`config.mk`:
```
export PLATFORM = sky130hd
export DESIGN_NAME = pc_fetch_unit
export DESIGN_NICKNAME = d
export VERILOG_FILES = /design/src/rtl/fetch_pkg.sv /design/src/rtl/ifid_reg.sv /design/src/rtl/pc_fetch_unit.sv
export SDC_FILE = /design/constraint.sdc
export NUM_CORES = 1
export LEC_CHECK = 0
export CAP_MARGIN = 30
export CORE_MARGIN = 2
export CORE_UTILIZATION = 45
export CTS_BUF_LIST = sky130_fd_sc_hd__clkbuf_16
export DETAILED_ROUTE_END_ITERATION = 8
export GPL_TIMING_DRIVEN = 0
export PLACE_DENSITY_LB_ADDON = 0.2
export RECOVER_POWER = 25
export SETUP_SLACK_MARGIN = 0.05
export SLEW_MARGIN = 0
export SYNTH_ARGS = -nofsm -noshare
export SYNTH_HDL_FRONTEND = slang
export SYNTH_SLANG_ARGS = --single-unit
```
`constraint.sdc`:
```
create_clock -name clk -period 2 [get_ports clk]
set_input_delay 0.4 -clock clk [delete_from_list [all_inputs] [get_ports clk]]
set_output_delay 0.4 -clock clk [all_outputs]
set_load 0.01 [all_outputs]
```
`src/rtl/fetch_pkg.sv`:
```
// ---------------------------------------------------------------------------
// fetch_pkg
// Shared definitions for the instruction-fetch stage: fetch FSM states,
// default address/instruction widths, the reset PC and the NOP encoding
// used to fill an empty IF/ID register.
// ---------------------------------------------------------------------------
package fetch_pkg;

    localparam int          ADDR_W_DEF   = 8;
    localparam int          INSTR_W_DEF  = 32;
    localparam logic [7:0]  RESET_PC_DEF = 8'h00;

    // addi x0, x0, 0 -- what the decode stage sees while IF/ID holds a bubble
    localparam logic [31:0] NOP_INSTR    = 32'h0000_0013;

    typedef enum logic [1:0] {
        BOOT     = 2'd0,
        FETCH    = 2'd1,
        HELD     = 2'd2,
        REDIRECT = 2'd3
    } fetch_state_e;

endpackage

```
`src/rtl/ifid_reg.sv`:
```
// ---------------------------------------------------------------------------
// ifid_reg
// IF/ID pipeline register. Loads a {pc, instruction} pair, holds it, or is
// flushed to a bubble (valid cleared, instruction replaced by NOP).
// Flush wins over load.
//
// Ports:
//   clk      in   clock
//   rst_n    in   asynchronous active-low reset
//   load_i   in   capture pc_i / instr_i and mark valid
//   flush_i  in   turn the register into a bubble
//   pc_i     in   PC of the instruction being loaded
//   instr_i  in   instruction being loaded
//   pc_o     out  PC of the held instruction
//   instr_o  out  held instruction
//   valid_o  out  1 = real instruction, 0 = bubble
// ---------------------------------------------------------------------------
module ifid_reg
    import fetch_pkg::*;
#(
    parameter int ADDR_W  = ADDR_W_DEF,
    parameter int INSTR_W = INSTR_W_DEF
) (
    input  logic               clk,
    input  logic               rst_n,
    input  logic               load_i,
    input  logic               flush_i,
    input  logic [ADDR_W-1:0]  pc_i,
    input  logic [INSTR_W-1:0] instr_i,
    output logic [ADDR_W-1:0]  pc_o,
    output logic [INSTR_W-1:0] instr_o,
    output logic               valid_o
);

    logic [ADDR_W-1:0]  pc_q;
    logic [INSTR_W-1:0] instr_q;
    logic               valid_q;

    always_ff @(posedge clk or negedge rst_n) begin
        if (!rst_n) begin
            pc_q    <= '0;
            instr_q <= INSTR_W'(NOP_INSTR);
            valid_q <= 1'b0;
        end else if (flush_i) begin
            // The PC field is left alone; only valid/instr mark the bubble.
            instr_q <= INSTR_W'(NOP_INSTR);
            valid_q <= 1'b0;
        end else if (load_i) begin
            pc_q    <= pc_i;
            instr_q <= instr_i;
            valid_q <= 1'b1;
        end
    end

    assign pc_o    = pc_q;
    assign instr_o = instr_q;
    assign valid_o = valid_q;

endmodule

```
`src/rtl/pc_fetch_unit.sv`:
```
// ---------------------------------------------------------------------------
// pc_fetch_unit
// Program counter and fetch sequencer. Presents the PC to the external
// incrementer/branch mux and loads its result back, handshakes with the
// instruction memory, and fills the IF/ID register. A stall that arrives
// together with a returning instruction parks that instruction in a
// one-entry skid buffer so memory never has to replay it. A taken branch
// flushes IF/ID and the skid buffer and costs one idle request cycle.
//
// Ports:
//   clk         in   clock, rising edge
//   rst_n       in   asynchronous active-low reset
//   pc          out  current PC (to the incrementer)
//   next_addr   in   PC+4 or branch target from the incrementer mux
//   pcsrc       in   taken-branch redirect
//   stall       in   hazard-unit hold for IF and IF/ID
//   imem_req    out  fetch request
//   imem_addr   out  fetch address (always equals pc)
//   imem_ready  in   imem_rdata valid this cycle
//   imem_rdata  in   fetched instruction
//   ifid_pc     out  PC of the instruction in IF/ID
//   ifid_instr  out  instruction in IF/ID
//   ifid_valid  out  IF/ID holds a real instruction
// ---------------------------------------------------------------------------
module pc_fetch_unit
    import fetch_pkg::*;
#(
    parameter int                 ADDR_W   = ADDR_W_DEF,
    parameter int                 INSTR_W  = INSTR_W_DEF,
    parameter logic [ADDR_W-1:0]  RESET_PC = ADDR_W'(RESET_PC_DEF)
) (
    input  logic               clk,
    input  logic               rst_n,
    output logic [ADDR_W-1:0]  pc,
    input  logic [ADDR_W-1:0]  next_addr,
    input  logic               pcsrc,
    input  logic               stall,
    output logic               imem_req,
    output logic [ADDR_W-1:0]  imem_addr,
    input  logic               imem_ready,
    input  logic [INSTR_W-1:0] imem_rdata,
    output logic [ADDR_W-1:0]  ifid_pc,
    output logic [INSTR_W-1:0] ifid_instr,
    output logic               ifid_valid
);

    fetch_state_e       state_q;
    logic [ADDR_W-1:0]  pc_q;
    logic               req_q;
    logic [ADDR_W-1:0]  skid_pc_q;
    logic [INSTR_W-1:0] skid_instr_q;
    logic               skid_valid_q;

    // IF/ID control for this cycle
    logic               ifid_load_d;
    logic               ifid_flush_d;
    logic [ADDR_W-1:0]  ifid_pc_d;
    logic [INSTR_W-1:0] ifid_instr_d;

    always_comb begin
        ifid_load_d  = 1'b0;
        ifid_flush_d = 1'b0;
        ifid_pc_d    = pc_q;
        ifid_instr_d = imem_rdata;
        case (state_q)
            FETCH: begin
                if (pcsrc) begin
                    ifid_flush_d = 1'b1;
                end else if (imem_ready && !stall) begin
                    ifid_load_d = 1'b1;
                end else if (!imem_ready && !stall) begin
                    // memory is still busy: hand decode a bubble
                    ifid_flush_d = 1'b1;
                end
            end
            HELD: begin
                if (pcsrc) begin
                    ifid_flush_d = 1'b1;
                end else if (!stall && skid_valid_q) begin
                    ifid_load_d  = 1'b1;
                    ifid_pc_d    = skid_pc_q;
                    ifid_instr_d = skid_instr_q;
                end
            end
            REDIRECT: begin
                if (pcsrc) begin
                    ifid_flush_d = 1'b1;
                end
            end
            default: begin
                // BOOT: nothing reaches IF/ID, redirects are ignored
            end
        endcase
    end

    // Fetch FSM, PC register and skid buffer. imem_req is registered and is
    // set exactly when the next state is FETCH.
    always_ff @(posedge clk or negedge rst_n) begin
        if (!rst_n) begin
            state_q      <= BOOT;
            pc_q         <= RESET_PC;
            req_q        <= 1'b0;
            skid_pc_q    <= '0;
            skid_instr_q <= INSTR_W'(NOP_INSTR);
            skid_valid_q <= 1'b0;
        end else begin
            case (state_q)
                BOOT: begin
                    state_q <= FETCH;
                    req_q   <= 1'b1;
                end
                FETCH: begin
                    if (pcsrc) begin
                        pc_q         <= next_addr;
                        skid_valid_q <= 1'b0;
                        state_q      <= REDIRECT;
                        req_q        <= 1'b0;
                    end else if (imem_ready) begin
                        if (!stall) begin
                            pc_q <= next_addr;
                        end else begin
                            // Instruction arrived but decode is blocked:
                            // park it and stop requesting.
                            skid_pc_q    <= pc_q;
                            skid_instr_q <= imem_rdata;
                            skid_valid_q <= 1'b1;
                            state_q      <= HELD;
                            req_q        <= 1'b0;
                        end
                    end
                end
                HELD: begin
                    if (pcsrc) begin
                        pc_q         <= next_addr;
                        skid_valid_q <= 1'b0;
                        state_q      <= REDIRECT;
                        req_q        <= 1'b0;
                    end else if (!stall) begin
                        // pc still names the parked instruction, so
                        // next_addr is its successor
                        pc_q         <= next_addr;
                        skid_valid_q <= 1'b0;
                        state_q      <= FETCH;
                        req_q        <= 1'b1;
                    end
                end
                REDIRECT: begin
                    if (pcsrc) begin
                        // back-to-back redirect restarts the idle cycle
                        pc_q    <= next_addr;
                        req_q   <= 1'b0;
                    end else begin
                        state_q <= FETCH;
                        req_q   <= 1'b1;
                    end
                end
                default: begin
                    state_q <= BOOT;
                    req_q   <= 1'b0;
                end
            endcase
        end
    end

    ifid_reg #(
        .ADDR_W  (ADDR_W),
        .INSTR_W (INSTR_W)
    ) u_ifid_reg (
        .clk     (clk),
        .rst_n   (rst_n),
        .load_i  (ifid_load_d),
        .flush_i (ifid_flush_d),
        .pc_i    (ifid_pc_d),
        .instr_i (ifid_instr_d),
        .pc_o    (ifid_pc),
        .instr_o (ifid_instr),
        .valid_o (ifid_valid)
    );

    assign pc        = pc_q;
    assign imem_addr = pc_q;
    assign imem_req  = req_q;

endmodule

```
; ---- Yosys cells after proc, flatten, opt, wreduce, memory -nomap -nowiden
; Cells that the tools add are included.
[totals]
ff_bits = 93
latchBits = 0
ram_bits = 0
mem_bits_ro = 0
input_bits = 45
out_inout_bits = 58
elab_cells = 81
memories = 0
[classes]
add_sub_neg = 0
multipliers = 0
n_div = 0
order_cmp = 0
n_eq_ne = 8
shift = 0
muxes = 46
bitwise = 2
reduce_logical = 16
[op_table]
columns = operator, count
row1 = $mux 32, 5
row2 = $mux 8, 8
row3 = $pmux 8 s3, 1
row4 = $mux 1, 21
row5 = $mux 2, 6
row6 = $reduce_and 4->1, 3
row7 = $ne 3x3->1 const B, 3
row8 = $pmux 2 s4, 1
row9 = $pmux 1 s2, 3
row10 = $reduce_and 3->1, 2
row11 = $eq 2x2->1 const B, 2
row12 = $ne 2x2->1 const B, 2
row13 = $pmux 1 s4, 1
row14 = $reduce_bool 2->1, 2
row15 = $logic_and 1x1->1, 3
row16 = $reduce_bool 3->1, 1
row17 = $eq 2x1->1 const B, 1
row18 = $logic_not 1->1, 2
row19 = $logic_not 2->1, 1
row20 = $not 1->1, 2
row21 = $reduce_and 2->1, 1
row22 = $reduce_or 2->1, 1

; ---- Longest topological paths before layout
[logic_depth]
depth_word = 8
mapped_depth = 8
mapped_depth_nobuf = 6

; ---- Hierarchy
; A second synthesis with hierarchy kept.
[unflattened]
cells_unflattened = 322
hier_area_um2 = 4433.0
[by_module_without_submodules]
columns = mod, n_inst, cells_each, area_each_um2, seq_area_each_um2
row1 = pc_fetch_unit, 1, 197, 2756.4, 1305.0
row2 = ifid_reg, 1, 125, 1676.6, 1029.7

; ---- Least setup slack after synthesis
; OpenSTA, ideal clock, no wires.
[synth_timing]
kind = flip-flop to flip-flop
startpoint = register state_q[0]
endpoint = register u_ifid_reg.instr_q[1] (netlist: u_ifid_reg.instr_o[1])
setup_time_ns = 0.081
arrival_ns = 1.721
required_time_ns = 1.919
slack_ns = 0.197
path_stages_with_launch = 9
n_path_buf = 2
period_less_slack_ns = 1.803
cell_sequence = dfrtp_1 > inv_1 > ha_1 > nor4bb_1 > buf_2 > buf_6 > mux2_2 > mux2i_1 > nand2_1
[synth_via]
elab_chain_len = 4
elab_cells_between_ends = 10
cone_classes = eq/ne (3) / mux (5) / reduce/logical (2)
[synth_lines]
columns = element, line_no
row1 = start: declaration, pc_fetch_unit.sv:47  ; fetch_state_e state_q;
row2 = start signal: assignment, pc_fetch_unit.sv:100  ; state_q <= BOOT;
row3 = start signal: assignment, pc_fetch_unit.sv:109  ; state_q <= FETCH;
row4 = start signal: assignment, pc_fetch_unit.sv:116  ; state_q <= REDIRECT;
row5 = $eq 2x2->1, pc_fetch_unit.sv:65  ; case (state_q)
row6 = $reduce_or 2->1 (no line) / $mux 32 (equally long branches), n/a
row7 = $pmux 1 s2 / $mux 32 (equally long branches), "pc_fetch_unit.sv:65, ifid_reg.sv:48"
row8 = $mux 32 / $reduce_bool 2->1 (equally long branches), n/a
row9 = end signal: assignment, ifid_reg.sv:42  ; instr_q <= INSTR_W'(NOP_INSTR);
row10 = end signal: assignment, ifid_reg.sv:46  ; instr_q <= INSTR_W'(NOP_INSTR);
row11 = end signal: assignment, ifid_reg.sv:50  ; instr_q <= instr_i;
row12 = end: declaration, ifid_reg.sv:36  ; logic [INSTR_W-1:0] instr_q;
; Several ways; a longest one is shown, not always the timed one. The select of a mux whose other input is x is not followed.
; A chain may end at the register's enable or synchronous reset.

; ---- Final worst setup path
[layout_timing]
startpoint = register state_q[0]
endpoint = register u_ifid_reg.pc_q[7] (netlist: u_ifid_reg.pc_o[7])
[layout_via]
elab_chain_len = 5
elab_cells_between_ends = 9
cone_classes = eq/ne (3) / mux (3) / bitwise (1) / reduce/logical (2)
[layout_lines]
columns = element, line_no
row1 = $eq 2x2->1, pc_fetch_unit.sv:65
row2 = $reduce_or 2->1 (no line), n/a
row3 = $pmux 1 s2, pc_fetch_unit.sv:65
row4 = $not 1->1 (no line), n/a
row5 = $reduce_and 2->1 (no line), n/a
row6 = end signal: assignment, ifid_reg.sv:49  ; pc_q <= pc_i;
row7 = end: declaration, ifid_reg.sv:35  ; logic [ADDR_W-1:0] pc_q;
; Several ways; a longest one is shown, not always the timed one.

==> key figures <==
Status
  – Outcome: finished clean

Power
  – Maximum vdd ir drop: about 0.00068 V
  – Int Pwr: 0.006071 W
  – NetSw: ~0.0030 W
  – Logic gate share of total power: 0.441
  – Net Sw Frac: 0.3301
  – Share of power burned in registers: 0.381
  – Lkg Pwr: ~2.5 nW
  – Clock Power Share: 0.177
  – Power, Total: just over 0.009 W
  – PwrDens: approximately 1500 nW/µm²

STA
  – Fin. Hold Viols: 0
  – Max Slew Vio Count: 0
  – Tightest Pin Transition: 1235 ps
  – Part of the cycle the worst path needs: 0.9306
  – Clk_skew: 6.444 ps
  – Tmin final: 1861 ps
  – Final setup violation count: 0
  – Fmax: between 500 and 600 MHz
  – Setup_tns: 0 ps
  – Final hold slack: about 320 ps
  – RSZ-0062 raised after global routing: yes
  – Max_slew headroom: 0.1768

Logic synthesis
  – Seq/Total Area, Yosys: 0.5319
  – Post-synth EDFFs: 0
  – Synthesized area: roughly 4400 µm²
  – Yosys warns: 0
  – Net Count, Synth: between 300 and 400
  – Syn Area/Cell: around 13 µm²
  – Most frequent cell after synthesis: dfrtp_1
  – Synthesized instance count: about 330
  – Top post-synthesis cells by area: dfrtp_1 50%, mux2_2 13%, mux2i_1 9.8%
  – Library cells used by synthesis: 31
  – Synth top area share: 0.4960
  – Synthesized flop and latch total: 93
  – Synth Flop Type: dfrtp_1
  – Ys async rst share: 1.000
  – Post-synth top area cell: dfrtp_1
  – Post-synth top cells: 87 x dfrtp_1, 52 x mux2_2, 43 x mux2i_1

Floorplan
  – Die Y: slightly above 100 µm
  – Core area: roughly 9600 µm²
  – Starting density of the core: 0.4553
  – Num ports: a little over 100
  – Die footprint: roughly 11000 µm²
  – # rows: 36
  – Die extent in x: between 100 and 150 µm

Setup path
  – R2R cell count: 7
  – CP cell instances: inv_4 > ha_1 > or3_4 > o211ai_1 > and2_1 > clkbuf_4 > a21oi_1
  – Critical path buffer and inverter count: 2
  – CP max stage cell: dfrtp_2
  – Critical Path End Type: register
  – Crit path depth: 7
  – Worst EP arrival: about 2100 ps
  – Max Fanout on Critical Path: 8
  – Critical path class: reg -> reg
  – Startpoint types: register
  – Critical path's largest stage delay: roughly 430 ps
  – Crit-path leading delay family: simple AND/OR/NAND/NOR gates
  – CP Data Required Time: 2220 ps

Hold path
  – Hold WC Path Type: in -> async

Finish
  – Nets: 504
  – Fin util: 0.6269
  – Synthesis-to-finish area growth: 37.69%
  – Ratio of cells with drive above 1 in the final layout: 0.3319
  – Antenna fix cells: 0

Clock tree
  – H-tree levels: 3
  – Total CTS buffers: 9
  – CTS Sinks: between 90 and 100
  – CTS tree: yes
  – Root Driver: clkbuf_16
  – Clk buf depth: 2
  – Later-pin clock latency in the skew report: about 340 ps
  – Reg clk slew, reported paths: 70 ps

Detailed routing
  – Drt pass-1 iters: 4
  – Drt drc: 0
  – WL/cell: between 15 and 20 µm
  – ANT nets after route: 0
  – Final WL: 9438 µm
  – Initial DRC count: between 80 and 90
  – Vias/cell: between 5 and 6
  – DR vias: 3000

Flow run
  – Max Cap Viol: 0

GRT
  – Global-route wire length before repair: about 15000 µm
  – Pin count of the biggest net entering global routing: between 40 and 50
  – Initial antenna violation count: 0
  – Gr ovfl total: 0
  – Vias in the first global route: slightly above 3000
  – Total Routing Usage GR: 0.1880

Placed design
  – I/O Buffers: 102
  – HPWL Detailed: around 6500 µm
  – Placer Congestion: slightly above 0.8
cell usage in the layout (no fill, tap or decap), types with 2 or more instances in the layout:
cell / instances
dfrtp_1: 85
dfrtp_2: 2
mux2i_1: 43
clkinv_4: 2
mux2_2: 52
buf_6: 5
inv_1: 2
ha_4: 2
dlymetal6s2s_1: 2
clkbuf_4: 2
a211oi_2: 29
nand2b_1: 2
ha_1: 4
buf_2: 7
a21oi_1: 19
clkbuf_16: 9
nand2_1: 6
nor2_1: 33
clkinvlp_4: 2
clkdlybuf4s50_1: 99
buf_4: 21
dfstp_2: 6
worst paths after layout:
kind	from	to	slack, ps
min in group clk	skid_instr_q[16]$_DFFE_PN0P_	skid_instr_q[16]$_DFFE_PN0P_	510
min	rst_n	u_ifid_reg.instr_o[11]$_DFFE_PN0P_	320
max in group asynchronous	rst_n	skid_instr_q[0]$_DFFE_PN1P_	820
max reg2reg	state_q[0]$_DFFE_PN0P_	u_ifid_reg.pc_o[7]$_DFFE_PN0P_	140
min reg2reg	skid_instr_q[16]$_DFFE_PN0P_	skid_instr_q[16]$_DFFE_PN0P_	510
max	state_q[0]$_DFFE_PN0P_	u_ifid_reg.pc_o[7]$_DFFE_PN0P_	140
cell families after synthesis:
kind of cell    count (synthesis)  synth area share
buf+inv                        34           0.04732
mux                            95            0.2315
simple gates                   49           0.05388
flops                          93            0.5319
compound gates                 56            0.1183
fa+ha+maj                       6           0.01710
layout make-up:
type / count / area (µm²)
clock buffers: 9 / 225.2
flip-flops and latches: 93 / 2337
well taps: 133 / 166.4
plain buffers: 30 / 239.0
repair buffers: 109 / 1094
multi-input cells: 206 / 1902
clock inverters: 7 / 62.56
fillers: 801 / 3596
inverters: 4 / 17.52
worst register-to-register path: cells and delay by family (launching register included):
kind                       cells  cell delay [ps]
adders and majority gates      1              230
buffers and inverters          2              250
DFF                            1              430
AOI/OAI and AO/OA              2              240
and+or+nand+nor                2              590
routing by layer:
metal / vias to the layer above / routed length (µm) / GRT usage
li1: 1435 / - / -
met1: 1482 / 4330 / 0.2573
met2: 74 / 4491 / 0.2986
met3: 9 / 485 / 0.03864
met4: 0 / 130 / 0.06883
met5: - / 0 / 0
per-stage QoR:
step | worst slack, ps | area, µm² | cells
2_1_floorplan | 197.5 | 4389 | 333
3_3_place_gp | -2977 | 5577 | 568
3_5_place_dp | -357.1 | 5602 | 569
4_1_cts | 50.46 | 5936 | 589
5_1_grt | 35.43 | 6043 | 591
6_report | 138.9 | 6043 | 591
sequential cells by signal (all words and copies together) (netlist names):
name	flops
state_q	2
skid_valid_q	1
u_ifid_reg.instr_o	32
u_ifid_reg.valid_o	1
skid_pc_q	8
u_ifid_reg.pc_o	8
imem_addr	8
skid_instr_q	32
imem_req	1
power groups by stage:
| stage | registers [W] | clock network (W) | logic (W) |
|---|---|---|---|
| after global placement | 0.00342 | 0 | 0.00379 |
| after detailed placement | 0.00347 | 0 | 0.00388 |
| final | 0.00345 | 0.00161 | 0.00400 |
| after floorplan | 0.00359 | 0 | 0.00197 |
| after global routing | 0.00358 | 0.00172 | 0.00436 |
| after CTS | 0.00344 | 0.00165 | 0.00392 |
repair_timing:
| action | in CTS | in global routing |
|---|---|---|
| setup endpoints to repair | 41 | 49 |
| setup buffers | 4 | 2 |
| pin swaps | 0 | 2 |
| hold buffers | 0 | 0 |
| gates resized for setup | 7 | 36 |
Note: power is estimated with default switching activity, not from simulation.
